<file path="config.mk">
export PLATFORM = sky130hd
export DESIGN_NAME = muldiv_unit
export DESIGN_NICKNAME = d
export VERILOG_FILES = /design/src/rtl/muldiv_pkg.sv /design/src/rtl/muldiv_abs.sv /design/src/rtl/muldiv_unit.sv
export SDC_FILE = /design/constraint.sdc
export NUM_CORES = 1
export LEC_CHECK = 0
export BUFFER_PORTS_ARGS = -buffer_cell sky130_fd_sc_hd__clkbuf_2
export CAP_MARGIN = 20
export CORE_MARGIN = 5
export CORE_UTILIZATION = 55
export CTS_BUF_LIST = sky130_fd_sc_hd__clkbuf_8
export CTS_CLUSTER_SIZE = 40
export DETAILED_ROUTE_END_ITERATION = 16
export PLACE_DENSITY = 0.84
export REMOVE_ABC_BUFFERS = 1
export SKIP_CTS_REPAIR_TIMING = 1
export SYNTH_ARGS = -nofsm -noshare
export SYNTH_HDL_FRONTEND = slang
export SYNTH_SLANG_ARGS = --single-unit
export TNS_END_PERCENT = 1
</file>
<file path="constraint.sdc">
create_clock -name clk -period 3.1 [get_ports clk]
set_input_delay 0.93 -clock clk [delete_from_list [all_inputs] [get_ports clk]]
set_output_delay 0.93 -clock clk [all_outputs]
set_load 0.02 [all_outputs]
</file>
<file path="src/rtl/muldiv_pkg.sv">
// Shared types and constants for the iterative multiply/divide unit.
package muldiv_pkg;

    localparam int MULDIV_ITERS = 32;
    localparam int MULDIV_CNT_W = $clog2(MULDIV_ITERS);

    typedef enum logic [2:0] {
        MULDIV_MULT  = 3'd0,
        MULDIV_MULTU = 3'd1,
        MULDIV_DIV   = 3'd2,
        MULDIV_DIVU  = 3'd3,
        MULDIV_MTHI  = 3'd4,
        MULDIV_MTLO  = 3'd5
    } muldiv_op_e;

    typedef enum logic [1:0] {
        ST_IDLE,
        ST_MUL,
        ST_DIV,
        ST_FIN
    } muldiv_state_e;

endpackage

</file>
<file path="src/rtl/muldiv_abs.sv">
// Combinational conditional two's-complement negate: magnitude of a signed
// operand, or re-signing of an unsigned result.
module muldiv_abs #(
    parameter int W = 32
) (
    input  logic [W-1:0] i_val,
    input  logic         i_neg,
    output logic [W-1:0] o_val
);

    assign o_val = i_neg ? (~i_val + W'(1)) : i_val;

endmodule

</file>
<file path="src/rtl/muldiv_unit.sv">
// Iterative shift-add multiplier / restoring divider with HI/LO registers.
// The divider is only built when MULDIV_DIV_EN is defined; otherwise DIV/DIVU report div_by_zero.
module muldiv_unit
    import muldiv_pkg::*;
#(
    parameter int WIDTH = 32
) (
    input  logic             clk,
    input  logic             reset_n,
    input  logic             start,
    input  logic [2:0]       op,
    input  logic [WIDTH-1:0] a,
    input  logic [WIDTH-1:0] b,
    output logic             busy,
    output logic             done,
    output logic             div_by_zero,
    output logic [WIDTH-1:0] hi,
    output logic [WIDTH-1:0] lo
);

    muldiv_state_e           r_state, w_next;
    muldiv_op_e              r_op;
    logic [MULDIV_CNT_W-1:0] r_cnt;
    logic [2*WIDTH-1:0]      r_acc;
    logic [WIDTH-1:0]        r_opb, r_hi, r_lo;
    logic                    r_neg, r_dbz, r_done, r_dbz_out;

    logic w_is_mul, w_is_div, w_is_mt, w_signed, w_dbz, w_accept, w_last;
    logic [1:0][WIDTH-1:0] w_opnd, w_mag;
    logic [1:0]            w_opneg;
    logic [WIDTH:0]        w_mul_sum;
    logic [2*WIDTH-1:0]    w_prod;

    assign w_is_mul = (op == MULDIV_MULT) || (op == MULDIV_MULTU);
    assign w_is_div = (op == MULDIV_DIV)  || (op == MULDIV_DIVU);
    assign w_is_mt  = (op == MULDIV_MTHI) || (op == MULDIV_MTLO);
    assign w_signed = (op == MULDIV_MULT) || (op == MULDIV_DIV);
    assign w_accept = (r_state == ST_IDLE) && start && (w_is_mul || w_is_div || w_is_mt);
    assign w_last   = (r_cnt == MULDIV_CNT_W'(MULDIV_ITERS - 1));
`ifdef MULDIV_DIV_EN
    assign w_dbz    = w_is_div && (b == '0);
`else
    assign w_dbz    = w_is_div;
`endif

    // Signed ops iterate on magnitudes; the sign is re-applied in FIN.
    assign w_opnd  = {b, a};
    assign w_opneg = {w_signed & b[WIDTH-1], w_signed & a[WIDTH-1]};

    for (genvar g = 0; g < 2; g++) begin : g_abs_op
        muldiv_abs #(.W(WIDTH)) u_abs_op (
            .i_val (w_opnd[g]),
            .i_neg (w_opneg[g]),
            .o_val (w_mag[g])
        );
    end

    muldiv_abs #(.W(2*WIDTH)) u_abs_res (
        .i_val (r_acc),
        .i_neg (r_neg),
        .o_val (w_prod)
    );

    // acc = {partial product, remaining multiplier bits}, shifted right each step
    assign w_mul_sum = {1'b0, r_acc[2*WIDTH-1:WIDTH]} + {1'b0, (r_acc[0] ? r_opb : '0)};

`ifdef MULDIV_DIV_EN
    // acc = {remainder, dividend/quotient}, shifted left each step
    logic                  r_neg_rem;
    logic [WIDTH:0]        w_div_sh, w_div_diff;
    logic [2*WIDTH-1:0]    w_div_acc;
    logic [WIDTH-1:0]      w_quot, w_rem;

    assign w_div_sh   = r_acc[2*WIDTH-1:WIDTH-1];
    assign w_div_diff = w_div_sh - {1'b0, r_opb};
    assign w_div_acc  = w_div_diff[WIDTH] ? {w_div_sh[WIDTH-1:0],   r_acc[WIDTH-2:0], 1'b0}
                                          : {w_div_diff[WIDTH-1:0], r_acc[WIDTH-2:0], 1'b1};
    assign w_quot     = r_neg     ? (~r_acc[WIDTH-1:0] + WIDTH'(1))       : r_acc[WIDTH-1:0];
    assign w_rem      = r_neg_rem ? (~r_acc[2*WIDTH-1:WIDTH] + WIDTH'(1)) : r_acc[2*WIDTH-1:WIDTH];

    always_ff @(posedge clk or negedge reset_n) begin
        if (!reset_n)      r_neg_rem <= 1'b0;
        else if (w_accept) r_neg_rem <= w_opneg[0];
    end
`endif

    always_ff @(posedge clk or negedge reset_n) begin
        if (!reset_n) r_state <= ST_IDLE;
        else          r_state <= w_next;
    end

    always_comb begin
        w_next = r_state;
        case (r_state)
            ST_IDLE: begin
                if (w_accept) begin
                    if (w_is_mul)             w_next = ST_MUL;
`ifdef MULDIV_DIV_EN
                    else if (w_is_div && !w_dbz) w_next = ST_DIV;
`endif
                    else                      w_next = ST_FIN;
                end
            end
            ST_MUL:  if (w_last) w_next = ST_FIN;
`ifdef MULDIV_DIV_EN
            ST_DIV:  if (w_last) w_next = ST_FIN;
`endif
            ST_FIN:  w_next = ST_IDLE;
            default: w_next = ST_IDLE;
        endcase
    end

    always_ff @(posedge clk or negedge reset_n) begin
        if (!reset_n) begin
            r_op      <= MULDIV_MULT;
            r_cnt     <= '0;
            r_acc     <= '0;
            r_opb     <= '0;
            r_neg     <= 1'b0;
            r_dbz     <= 1'b0;
            r_hi      <= '0;
            r_lo      <= '0;
            r_done    <= 1'b0;
            r_dbz_out <= 1'b0;
        end else begin
            r_done    <= 1'b0;
            r_dbz_out <= 1'b0;
            case (r_state)
                ST_IDLE: begin
                    if (w_accept) begin
                        r_op  <= muldiv_op_e'(op);
                        r_acc <= {{WIDTH{1'b0}}, w_mag[0]};
                        r_opb <= w_mag[1];
                        r_neg <= w_opneg[0] ^ w_opneg[1];
                        r_dbz <= w_dbz;
                        r_cnt <= '0;
                    end
                end
                ST_MUL: begin
                    r_acc <= {w_mul_sum, r_acc[WIDTH-1:1]};
                    r_cnt <= w_last ? '0 : r_cnt + MULDIV_CNT_W'(1);
                end
`ifdef MULDIV_DIV_EN
                ST_DIV: begin
                    r_acc <= w_div_acc;
                    r_cnt <= w_last ? '0 : r_cnt + MULDIV_CNT_W'(1);
                end
`endif
                ST_FIN: begin
                    r_done    <= 1'b1;
                    r_dbz_out <= r_dbz;
                    case (r_op)
                        MULDIV_MULT, MULDIV_MULTU: {r_hi, r_lo} <= w_prod;
`ifdef MULDIV_DIV_EN
                        MULDIV_DIV, MULDIV_DIVU: begin
                            if (!r_dbz) begin
                                r_hi <= w_rem;
                                r_lo <= w_quot;
                            end
                        end
`endif
                        MULDIV_MTHI: r_hi <= r_acc[WIDTH-1:0];
                        MULDIV_MTLO: r_lo <= r_acc[WIDTH-1:0];
                        default: ;
                    endcase
                end
                default: ;
            endcase
        end
    end

    assign busy        = (r_state != ST_IDLE);
    assign done        = r_done;
    assign div_by_zero = r_dbz_out;
    assign hi          = r_hi;
    assign lo          = r_lo;

endmodule

</file>
Word level (Yosys, flattened, before mapping)

Cells that the tools add are included.

Add/sub/neg operators: 5
Equal/unequal tests: 13
Multiplexer cells: 17
Bitwise logic cells: 6
Reduce and logical (&&, ||, !) cells: 21

Operators by type and width:

| operator                                             | count |
|---|---|
| 2-to-1 mux 64 bit                                    | 2 |
| case mux 32 bit (2 select lines)                     | 2 |
| case mux 64 bit (2 select lines)                     | 1 |
| 2-to-1 mux 32 bit                                    | 3 |
| adder 32 x 1 -> 32 bit (second input constant)       | 2 |
| adder 64 x 1 -> 64 bit (second input constant)       | 1 |
| NOT 32 bit                                           | 2 |
| NOT 64 bit                                           | 1 |
| adder 32 x 32 -> 33 bit                              | 1 |
| equality test 3 bit (second input constant)          | 4 |
| 2-to-1 mux 5 bit                                     | 2 |
| case mux 5 bit (2 select lines)                      | 1 |
| AND reduction 2 bit                                  | 5 |
| nonzero test 2 bit                                   | 4 |
| equality test 3 x 1 -> 1 bit (second input constant) | 2 |
| equality test 3 x 2 -> 1 bit (second input constant) | 2 |
| zero test 3 bit                                      | 2 |
| logical OR 1 bit                                     | 6 |
| 2-to-1 mux 2 bit                                     | 3 |
| adder 5 x 1 -> 5 bit (second input constant)         | 1 |
| equality test 5 bit (second input constant)          | 1 |
| inequality test 2 bit (second input constant)        | 2 |
| case mux 2 bit (2 select lines)                      | 1 |
| bitwise AND 1 bit                                    | 2 |
| other kinds (7)                                      | 9 |

Flip-flop bits (word level): 174
Input bits: 70
Output and inout port bits: 67
Word-level logic and storage cells: 73

Logic depth before layout (Yosys ltp)

Gate-level depths: netlist of the first run.

Depth in word-level cells: 7
Gate-level depth with buffers: 13

By module

A second synthesis of the first run with hierarchy kept.

Cells, all modules: 1477
Area total of the unflattened synthesis: 12580.8 µm²

By module, submodules not included:

| module                                | times used | cells each | area each (µm²) |
|---|---|---|---|
| muldiv_unit                           | 1          | 1073       | 9377.7 |
| muldiv_abs (u_abs_res)                | 1          | 206        | 1649.1 |
| muldiv_abs (g_abs_op[0].u_abs_op ...) | 2          | 99         | 777.0 |

Worst setup path before layout of the first run

Ideal clock, no wire load.

Path kind: input -> register
Start: input port b[12]
End: register r_opb[27]
Data arrival time: 3.235 ns
Required time: 2.971 ns
Setup slack: -0.264 ns
Cell stages on the path: 8
Path buffers: 1
Cells stage by stage: or3_1 -> clkbuf_1 -> or4_1 -> or2_1 -> or4_1 -> o41ai_1 -> xor2_1 -> o21ai_1

Cells in the longest elaborated chain, start to end: 3

Ends and longest elaborated chain:

| item                   | line               | RTL |
|---|---|---|
| from (decl)            | muldiv_unit.sv:13  | `input logic [WIDTH-1:0] b,` |
| NOT 32 bit             | muldiv_abs.sv:11   | `assign o_val = i_neg ? (~i_val + W'(1)) : i_val;` |
| adder 32 x 1 -> 32 bit | muldiv_abs.sv:11   |  |
| 2-to-1 mux 32 bit      | muldiv_abs.sv:11   |  |
| to (signal assigned)   | muldiv_unit.sv:133 | `r_opb <= w_mag[1];` |
| to (decl)              | muldiv_unit.sv:25  | `logic [WIDTH-1:0] r_opb, r_hi, r_lo;` |

Every way passes these cells.
A chain may end at the register's enable or synchronous reset.

Worst setup path in the final report of the first run

Start: register r_acc[0]
End: register r_hi[26], in the netlist hi[26]

Cells in the longest elaborated chain, start to end: 4

Ends and longest elaborated chain:

| item                             | line               | RTL |
|---|---|---|
| from (decl)                      | muldiv_unit.sv:24  | `logic [2*WIDTH-1:0] r_acc;` |
| from (signal assigned)           | muldiv_unit.sv:132 | `r_acc <= {{WIDTH{1'b0}}, w_mag[0]};` |
| from (signal assigned)           | muldiv_unit.sv:140 | `r_acc <= {w_mul_sum, r_acc[WIDTH-1:1]};` |
| NOT 64 bit                       | muldiv_abs.sv:11   |  |
| adder 64 x 1 -> 64 bit           | muldiv_abs.sv:11   |  |
| 2-to-1 mux 64 bit                | muldiv_abs.sv:11   |  |
| case mux 32 bit (2 select lines) | muldiv_unit.sv:152 | `case (r_op)` |
| to (signal assigned)             | muldiv_unit.sv:153 | `MULDIV_MULT, MULDIV_MULTU: {r_hi, r_lo} <= w_prod;` |
| to (signal assigned)             | muldiv_unit.sv:162 | `MULDIV_MTHI: r_hi <= r_acc[WIDTH-1:0];` |
| to (decl)                        | muldiv_unit.sv:25  |  |

Every way passes these cells.

==> results of run 1 <==
-- state kept, by name, summed over array words and instances, names as in the netlist --
| signal | flops |
|---|---|
| r_neg | 1 |
| r_acc | 64 |
| hi | 32 |
| r_opb | 32 |
| r_op | 3 |
| r_state | 2 |
| r_dbz | 1 |
| div_by_zero | 1 |
| done | 1 |
| lo | 32 |
| r_cnt | 5 |
-- logic make-up (layout without fill, tap and decap cells) --
| logic type | count (synthesis) | count (layout) | share of synthesized area (%) |
|---|---|---|---|
| xor gates and xnor gates | 144 | 144 | 11.2 |
| AOI/OAI and AO/OA | 439 | 439 | 23.4 |
| and+or+nand+nor | 430 | 430 | 18.8 |
| buffers and inverters | 102 | 255 | 3.42 |
| muxes | 4 | 4 | 0.377 |
| adders and majority gates | 38 | 38 | 4.28 |
| DFF | 174 | 174 | 38.5 |
-- worst max-delay path, cell delays in order, from the launching register on --
cell and delay, ps:
dfrtp_1 420, inv_1 120, ha_1 180, or3b_1 380, or3_1 440, or4_4 560
or2_4 290, o21ai_1 150, xor2_1 200, o22ai_1 100
-- layout by cell type, fill, tap and decap left out, types with 5 or more instances in the layout --
| cell | instances |
|---|---|
| inv_1 | 20 |
| o31ai_1 | 20 |
| and3_1 | 30 |
| nor4_1 | 13 |
| o21ai_0 | 156 |
| clkbuf_2 | 135 |
| clkbuf_8 | 18 |
| and2_1 | 36 |
| nor2b_1 | 8 |
| dfrtp_1 | 174 |
| nand4_1 | 8 |
| a211oi_1 | 5 |
| nor2_1 | 104 |
| o41ai_1 | 19 |
| xnor2_1 | 59 |
| or4_1 | 15 |
| or3_1 | 20 |
| nand3b_1 | 5 |
| o211ai_1 | 8 |
| o21a_1 | 8 |
| o22ai_1 | 5 |
| ha_1 | 37 |
| o21ai_1 | 12 |
| nand3_1 | 32 |
| nand2_1 | 109 |
| a41oi_1 | 5 |
| buf_12 | 5 |
| nor3_1 | 24 |
| xor2_1 | 85 |
| a21oi_1 | 124 |
| a21o_1 | 11 |
| a22oi_1 | 33 |
| buf_4 | 61 |
| a31oi_1 | 9 |
| nand2b_1 | 7 |
-- power by group --
part / total [mW] / internal (mW) / switching (mW)
Combinational: 6.34 / 2.48 / 3.86
Sequential: 4.34 / 3.30 / 1.04
Clock: 1.74 / 0.832 / 0.904
-- worst max path at each step --
stage / slack, ps / startpoint / depth (start not counted) / endpoint
floorplan: -1220 / r_state[0]$_DFFE_PN0P_ / 3 / lo[0]$_DFFE_PN0P_
global placement: -320 / b[12] / 8 / r_opb[27]$_DFFE_PN0P_
detailed placement: -410 / b[12] / 9 / r_opb[23]$_DFFE_PN0P_
CTS: 30 / r_acc[0]$_DFFE_PN0P_ / 9 / hi[30]$_DFFE_PN0P_
global route: 4 / r_acc[0]$_DFFE_PN0P_ / 11 / r_acc[56]$_DFFE_PN0P_
finish: 120 / r_acc[0]$_DFFE_PN0P_ / 9 / hi[26]$_DFFE_PN0P_
-- area by class of cell --
| class | count | area (um2) |
|---|---|---|
| Clock buffer | 18 | 248 |
| Timing Repair Buffer | 203 | 1270 |
| Sequential cell | 174 | 4350 |
| Clock inverter | 14 | 180 |
| Fill cell | 1667 | 7170 |
| Inverter | 20 | 75.1 |
| Multi-Input combinational cell | 1055 | 6590 |
| Tap cell | 270 | 338 |
-- per-layer routing --
metal / track usage (%) / share of wire, %
met5: 0 / 0
met1: 35.1 / 42
met3: 4.30 / 8.5
met2: 42.5 / 47
met4: 10.9 / 3.0
==> results.json, run 1 <==
{
  "run_status": "finished clean",
  "synth.yosys.seq_area_share_pct": 38.5,
  "critical_path.startpoint_type": "flop",
  "global_route.overflow_total": 0,
  "max-slew-margin-rel_pct": 48.0,
  "synth_area_per_cell_um2": 8.49,
  "placementRows": 52,
  "floorplan.die.height_um": 153,
  "achievable-frequency_mhz": 335,
  "timing.critical_path.fanout_max": 7,
  "number_of_vias_in_the_routed_layout": 10800,
  "drt-wirelength-per-cell_um": 17.9,
  "worst-setup-path-type": "flop to flop",
  "ys.flop_type": "dfrtp_1",
  "die_x_um": 153,
  "cts.path.max_buffers": 2,
  "grt_first_pass_wirelength_um": 51400,
  "reg2reg_to": "hi[26]$_DFFE_PN0P_",
  "tightest_slew_ps": 778,
  "power.static_leakage_nw": 5.81,
  "layout.cell_area.non_filler_um2": 13100,
  "yosys.cell_types.count": 59,
  "route.detailed.vias_per_inst": 6.13,
  "cp_data_required_time_ps": 3440,
  "worst-endpoint-arrival_ps": 3330,
  "clkTransAtPathRegs_ps": 100,
  "number_of_global_route_vias_before_repair": 10300,
  "ys_async_sr_fraction_pct": 100,
  "yosysTopAreaCellShare_pct": 38.5,
  "core_area_um2": 20200,
  "finalSetupViolations": 0,
  "clockRootBuffer": "clkbuf_8",
  "grt_antenna_before_repair": 0,
  "holdWs_ps": 350,
  "synth_area_um2": 11300,
  "io-pin-count": 137,
  "drt_first_iter_violations": 1145,
  "synth_cells": 1331,
  "synth_edf_count": 0,
  "post-route-drc-count": 0,
  "max-vdd-ir-drop_mv": 0.338,
  "synthMostInstantiatedCell": "dfrtp_1",
  "final_core_util_pct": 64.5,
  "number_of_detailed_route_iterations_in_the_first_pass": 6,
  "clock_tree.htree_level_count": 4,
  "dpl_worst_slack_ps": -414,
  "ff_latch_count_synth": 174,
  "grt_start_max_net_pins": 82,
  "timing.reg2reg.setup_slack_ps": 120,
  "postLayoutSetupSlackWorst_ps": 116,
  "antenna_left": 0,
  "final.setup_skew_ps": 17.5,
  "tritoncts.num_buffers": 17,
  "insertion_delay_ps": 490,
  "synth.cells.most_frequent": "dfrtp_1, o21ai_0, a21oi_1",
  "regToRegStartpoint": "r_acc[0]$_DFFE_PN0P_",
  "rr_worst_depth": 9,
  "drive_above_1_share_pct": 17.1,
  "synth-warning-count": 0,
  "yosys.area.top_type": "dfrtp_1",
  "finalHoldViolations": 0,
  "fin_crit_ps": 2980,
  "detail_route.wirelength_um": 31300,
  "dpl-instance-area_um2": 12600,
  "finalSetupTns_ps": 0,
  "cts.sink_count": 174,
  "cellPowerDensity_nw_per_um2": 951,
  "finalMaxSlewViolations": 0,
  "total_power_mw": 12.4,
  "netlist_top_cells_area": "dfrtp_1, o21ai_0, xor2_1, a21oi_1, xnor2_1",
  "rsz0062_at_grt": "false",
  "final_min_period_over_clock_period_pct": 96.3,
  "diodes": 0,
  "drv_cap": 0,
  "area_delta_synth_final_pct": 15.6,
  "initial_core_util_pct": 55.8,
  "placement.io_buffers": 136,
  "number_of_nets_at_the_end_of_the_flow": 1579,
  "hpwl_um": 23000,
  "holdCritPathClass": "input pin to asynchronous set/reset pin",
  "cts_tree": "built",
  "die_area_um2": 23500,
  "end_kind": "flop",
  "placedCellCount": 1721,
  "grtUsageTotal_pct": 26.2,
  "gp_congestion": 0.912,
  "stdcell_count": 1754
}
No activity file was read; power rests on OpenSTA's default activity.
==> inputs of run 2 (changes only) <==
--- a/config.mk
+++ b/config.mk
@@ -7,12 +7,15 @@
 export LEC_CHECK = 0
 export BUFFER_PORTS_ARGS = -buffer_cell sky130_fd_sc_hd__clkbuf_2
 export CAP_MARGIN = 20
+export CELL_PAD_IN_SITES_DETAIL_PLACEMENT = 1
+export CELL_PAD_IN_SITES_GLOBAL_PLACEMENT = 1
 export CORE_MARGIN = 5
-export CORE_UTILIZATION = 55
+export CORE_UTILIZATION = 41
 export CTS_BUF_LIST = sky130_fd_sc_hd__clkbuf_8
 export CTS_CLUSTER_SIZE = 40
 export DETAILED_ROUTE_END_ITERATION = 16
-export PLACE_DENSITY = 0.84
+export PLACE_DENSITY = 0.83
+export RECOVER_POWER = 25
 export REMOVE_ABC_BUFFERS = 1
 export SKIP_CTS_REPAIR_TIMING = 1
 export SYNTH_ARGS = -nofsm -noshare
==> results.json, run 2 (synthesized netlist as in run 1, its figures left out) <==
{
  "route.detailed.vias_per_inst": 5.87,
  "cellPowerDensity_nw_per_um2": 954,
  "area_delta_synth_final_pct": 17.6,
  "initial_core_util_pct": 41.8,
  "detail_route.wirelength_um": 36400,
  "flip_flop_count_of_the_largest_register_all_copies_and_words_added": 64,
  "finalSetupViolations": 0,
  "dpl_worst_slack_ps": -334,
  "fin_crit_ps": 3030,
  "grt_start_max_net_pins": 77,
  "regMostFlops": "r_acc",
  "number_of_vias_in_the_routed_layout": 10800,
  "grt_first_pass_wirelength_um": 58200,
  "power.static_leakage_nw": 5.89,
  "number_of_global_route_vias_before_repair": 11000,
  "mostFrequentLayoutCell": "dfrtp_1",
  "global_route.overflow_total": 0,
  "worst-setup-path-type": "flop to flop",
  "cts_tree": "built",
  "layout.area.seq_um2": 4350,
  "cp_data_required_time_ps": 3450,
  "finalMaxSlewViolations": 0,
  "drv_cap": 0,
  "stdcell_count": 1847,
  "antenna_left": 0,
  "drt_first_iter_violations": 757,
  "rsz0062_at_grt": "true",
  "number_of_nets_at_the_end_of_the_flow": 1601,
  "clock_tree.htree_level_count": 4,
  "core_area_um2": 27000,
  "max-slew-margin-rel_pct": 16.9,
  "critical_path.startpoint_type": "flop",
  "clockRootBuffer": "clkbuf_8",
  "fill_cells": 3279,
  "placement.io_buffers": 136,
  "die_x_um": 176,
  "floorplan.die.height_um": 176,
  "grtUsageTotal_pct": 23.0,
  "total_power_mw": 12.7,
  "tightest_slew_ps": 1250,
  "postLayoutSetupSlackWorst_ps": 66.4,
  "insertion_delay_ps": 480,
  "cts.path.max_buffers": 2,
  "grt-busiest-layer": "met2",
  "post-route-drc-count": 0,
  "gp_congestion": 0.916,
  "end_kind": "flop",
  "multiInputGateArea_um2": 6640,
  "grt_antenna_before_repair": 0,
  "use_met2_pct": 38.9,
  "cts.sink_count": 174,
  "achievable-frequency_mhz": 330,
  "max-vdd-ir-drop_mv": 0.367,
  "holdWs_ps": 479,
  "clkTransAtPathRegs_ps": 100,
  "number_of_detailed_route_iterations_in_the_first_pass": 5,
  "run_status": "finished clean",
  "dpl-instance-area_um2": 12800,
  "die_area_um2": 31000,
  "finalHoldViolations": 0,
  "layout.cell_area.non_filler_um2": 13300,
  "placedCellCount": 1811,
  "io-pin-count": 137,
  "timing.critical_path.fanout_max": 5,
  "holdCritPathClass": "flop to flop",
  "placementRows": 60,
  "worst-endpoint-arrival_ps": 3380,
  "layout_common_cells": "dfrtp_1, o21ai_0, clkbuf_2, a21oi_1, nand2_1",
  "use_met3_pct": 2.59,
  "final_min_period_over_clock_period_pct": 97.9,
  "hpwl_um": 27500,
  "drt-wirelength-per-cell_um": 19.7,
  "drive_above_1_share_pct": 18.9,
  "tritoncts.num_buffers": 17,
  "final.setup_skew_ps": 22.9,
  "timing.reg2reg.setup_slack_ps": 70,
  "gr-usage-met1_pct": 30.7
}
-- run 2: cell types whose count changed in the layout (fill, tap and decap cells not counted), moves of 3 or more --
cell / before / now
buf_12: 5 / 2
buf_4: 61 / 84
o41ai_1: 19 / 16
o41ai_2: 0 / 3
-- run 2: path summary, 6_finish.rpt --
path,startpoint,cells after the start,endpoint
setup / recovery,r_acc[0]$_DFFE_PN0P_,11,r_acc[48]$_DFFE_PN0P_
hold / removal,r_opb[13]$_DFFE_PN0P_,2,r_opb[13]$_DFFE_PN0P_
setup reg to reg,r_acc[0]$_DFFE_PN0P_,11,r_acc[48]$_DFFE_PN0P_
hold reg to reg,r_opb[13]$_DFFE_PN0P_,2,r_opb[13]$_DFFE_PN0P_
max in group asynchronous,reset_n,2,hi[22]$_DFFE_PN0P_
min in group asynchronous,reset_n,1,r_opb[3]$_DFFE_PN0P_
-- run 2: critical path: stages (launching register included) --
cell	delay (ps)
dfrtp_1	410
buf_4	180
buf_4	140
and2_1	130
ha_1	350
a2111o_1	450
o211ai_1	190
buf_4	160
a21oi_1	70
nor2b_1	360
o21ai_0	170
a221o_1	300
-- run 2: stage by stage --
step / TNS (ps) / util [%]
after floorplan: -71630 / -
after global placement: -1250 / 47.4
after detailed placement: -1660 / 47.4
after CTS: -71.3 / 48.8
after global routing: -173 / 49.1
final: 0 / 49.2
-- run 2: power breakdown --
group	leakage (nW)	internal [mW]	switching, mW	total, mW
combinational	3.52	2.59	4.10	6.69
sequential	2.17	3.30	1.04	4.34
clock	0.190	0.726	0.920	1.65
total	5.89	6.62	6.06	12.7
-- run 2: routing by layer --
layer  up-vias  share of wire [%]
met5         -                  0
met4         0                2.8
met3        55                4.6
met2       307                 48
met1      5336                 45
li1       5135                  -
-- run 2: final cells by class --
type,count,area share [%]
Antenna cell,1,0.0188
Clock buffer,17,1.76
Clock inverter,14,1.19
Inverter,20,0.565
Multi-Input combinational cell,1055,50.0
Sequential cell,174,32.8
Tap cell,341,3.21
Timing Repair Buffer,225,10.5
==> inputs of run 3 (changes only) <==
--- a/config.mk
+++ b/config.mk
@@ -5,16 +5,17 @@
 export SDC_FILE = /design/constraint.sdc
 export NUM_CORES = 1
 export LEC_CHECK = 0
+export ABC_AREA = 1
 export BUFFER_PORTS_ARGS = -buffer_cell sky130_fd_sc_hd__clkbuf_2
 export CAP_MARGIN = 20
 export CELL_PAD_IN_SITES_DETAIL_PLACEMENT = 1
 export CELL_PAD_IN_SITES_GLOBAL_PLACEMENT = 1
 export CORE_MARGIN = 5
-export CORE_UTILIZATION = 41
+export CORE_UTILIZATION = 39
 export CTS_BUF_LIST = sky130_fd_sc_hd__clkbuf_8
 export CTS_CLUSTER_SIZE = 40
 export DETAILED_ROUTE_END_ITERATION = 16
-export PLACE_DENSITY = 0.83
+export PLACE_DENSITY = 0.84
 export RECOVER_POWER = 25
 export REMOVE_ABC_BUFFERS = 1
 export SKIP_CTS_REPAIR_TIMING = 1
==> results.json, run 3 <==
{
  "synthMostInstantiatedCell": "nand2_1",
  "run_status": "finished clean",
  "io-pin-count": 137,
  "netlist_top_cells_area": "dfrtp_1, nand2_1, inv_1, nor2_1, nand3_1",
  "drt_first_iter_violations": 1002,
  "diodes": 0,
  "holdWs_ps": 491,
  "finalMaxSlewViolations": 0,
  "rsz0062_at_grt": "false",
  "final.setup_skew_ps": 25.6,
  "clockRootBuffer": "clkbuf_8",
  "drv_cap": 0,
  "yosysTopAreaCellShare_pct": 32.6,
  "cellPowerDensity_nw_per_um2": 960,
  "hpwl_um": 42300,
  "achievable-frequency_mhz": 375,
  "max-vdd-ir-drop_mv": 0.516,
  "ff_latch_count_synth": 174,
  "clkTransAtPathRegs_ps": 110,
  "area_delta_synth_final_pct": 11.9,
  "cts_tree": "built",
  "total_power_mw": 14.3,
  "final_core_util_pct": 44.3,
  "grt_antenna_before_repair": 1,
  "multiInputGateArea_um2": 7740,
  "placementRows": 67,
  "grt-busiest-layer": "met2",
  "rr_worst_depth": 15,
  "netSwitchingPower_mw": 7.85,
  "fin_crit_ps": 2660,
  "combPwrFrac_pct": 57.5,
  "share_clk_of_total_power_pct": 11.9,
  "synth-warning-count": 0,
  "power.static_leakage_nw": 7.84,
  "die_area_um2": 38000,
  "flip_flop_count_of_the_largest_register_all_copies_and_words_added": 64,
  "placement.io_buffers": 136,
  "initial_core_util_pct": 39.6,
  "global_route.overflow_total": 0,
  "synth_area_per_cell_um2": 6.36,
  "hold_path_end": "hi[25]$_DFFE_PN0P_",
  "cellInternalPower_mw": 6.50,
  "worst-setup-path-type": "flop to flop",
  "drive_above_1_share_pct": 10.6,
  "use_met3_pct": 3.65,
  "fill_cells": 4646,
  "worst-endpoint-arrival_ps": 3070,
  "synth_edf_count": 0,
  "regToRegStartpoint": "r_acc[0]$_DFFE_PN0P_",
  "yosys.cell_types.count": 47,
  "core_area_um2": 33700,
  "antenna_left": 0,
  "holdCritPathClass": "flop to flop",
  "route.detailed.vias_per_inst": 5.48,
  "detail_route.wirelength_um": 52600,
  "synth.cells.most_frequent": "nand2_1, inv_1, nor2_1",
  "gp_congestion": 0.971,
  "mostFrequentLayoutCell": "nand2_1",
  "number_of_vias_in_the_routed_layout": 14700,
  "post-route-drc-count": 0,
  "hold_start": "hi[25]$_DFFE_PN0P_",
  "synth_cells": 2099,
  "drt-wirelength-per-cell_um": 19.6,
  "cp_data_required_time_ps": 3510,
  "finalSetupViolations": 0,
  "clock_tree.htree_level_count": 4,
  "critical_path.startpoint_type": "flop",
  "end_kind": "flop",
  "tightest_slew_ps": 1300,
  "regMostFlops": "r_acc",
  "layout.area.seq_um2": 4350,
  "synth.yosys.seq_area_share_pct": 32.6,
  "number_of_global_route_vias_before_repair": 15400,
  "insertion_delay_ps": 510,
  "reg2reg_to": "r_acc[52]$_DFFE_PN0P_",
  "max-slew-margin-rel_pct": 13.3,
  "ys_async_sr_fraction_pct": 100,
  "floorplan.die.height_um": 195,
  "number_of_nets_at_the_end_of_the_flow": 2322,
  "yosys.area.top_type": "dfrtp_1",
  "number_of_detailed_route_iterations_in_the_first_pass": 5,
  "layout_common_cells": "nand2_1, inv_1, nor2_1, dfrtp_1, nand3_1",
  "die_x_um": 195,
  "tritoncts.num_buffers": 17,
  "finalHoldViolations": 0,
  "synth_area_um2": 13400,
  "use_met2_pct": 46.8,
  "timing.critical_path.fanout_max": 30,
  "worstHoldPathCells": 2,
  "cts.path.max_buffers": 2,
  "power.share.switching_pct": 54.7,
  "ys.flop_type": "dfrtp_1",
  "grt_first_pass_wirelength_um": 83500,
  "grtUsageTotal_pct": 27.4,
  "gr-usage-met1_pct": 35.8,
  "final_min_period_over_clock_period_pct": 85.9,
  "cts.sink_count": 174,
  "grt_start_max_net_pins": 72,
  "timing.reg2reg.setup_slack_ps": 440,
  "seq_power_share_pct": 30.7
}
run 3: kinds of logic after synthesis:
group / count (synthesis) / synth area share (%)
DFF: 174 / 32.6
adders and majority gates: 38 / 3.62
xor gates and xnor gates: 60 / 3.94
AOI/OAI and AO/OA: 310 / 13.0
and+or+nand+nor: 1188 / 37.3
buffers and inverters: 329 / 9.55
run 3: critical path: stages (launching register included):
cell and delay (ps):
dfrtp_1 440, buf_4 240, nand2_1 90, inv_1 50, ha_1 360, nand2_1 100
o21ai_0 370, nand2_1 90, nand2_1 130, nand2_1 60, nand2_1 210, nand2_1 130
nand2_1 90, nand2_1 60, nand3_1 70, nand2_1 50
run 3: per-stage QoR:
step / setup slack (ps) / cell area (um2) / std cells / setup TNS [ps]
5_1_grt: 217 / 14900 / 2675 / 0
2_1_floorplan: -1160 / 13100 / 2036 / -59290
3_3_place_gp: 526 / 14600 / 2643 / 0
4_1_cts: 474 / 15000 / 2675 / 0
3_5_place_dp: 452 / 14600 / 2643 / 0
6_report: 436 / 14900 / 2675 / 0
run 3: power by group through the flow:
stage / sequential [mW] / clock (mW) / combinational [mW]
finish: 4.40 / 1.71 / 8.24
global route: 4.52 / 1.82 / 9.10
CTS: 4.36 / 1.73 / 8.19
detailed placement: 4.41 / 0 / 8.12
global placement: 4.34 / 0 / 7.83
floorplan: 4.56 / 0 / 4.78
run 3: worst max-delay path by stage:
stage	to	cells past startpoint	startpoint
3_5_place_dp	r_acc[30]$_DFFE_PN0P_	13	a[1]
2_1_floorplan	r_acc[11]$_DFFE_PN0P_	7	op[1]
5_1_grt	r_acc[63]$_DFFE_PN0P_	16	r_acc[0]$_DFFE_PN0P_
6_report	r_acc[52]$_DFFE_PN0P_	15	r_acc[0]$_DFFE_PN0P_
3_3_place_gp	r_acc[21]$_DFFE_PN0P_	10	op[2]
4_1_cts	r_acc[63]$_DFFE_PN0P_	16	r_acc[0]$_DFFE_PN0P_
run 3: layout make-up:
| cell class | count | share of cell area [%] |
|---|---|---|
| well taps | 448 | 3.75 |
| inverters | 266 | 6.69 |
| repair buffers | 159 | 6.02 |
| clock buffers | 17 | 1.57 |
| clock inverters | 15 | 1.06 |
| multi-input cells | 1596 | 51.8 |
| flip-flops and latches | 174 | 29.1 |
run 3: layer usage:
layer / vias to the layer above / wire length, um
li1: 6941 / -
met1: 7151 / 22600
met2: 455 / 25300
met3: 110 / 2860
met4: 2 / 1730
met5: - / 13
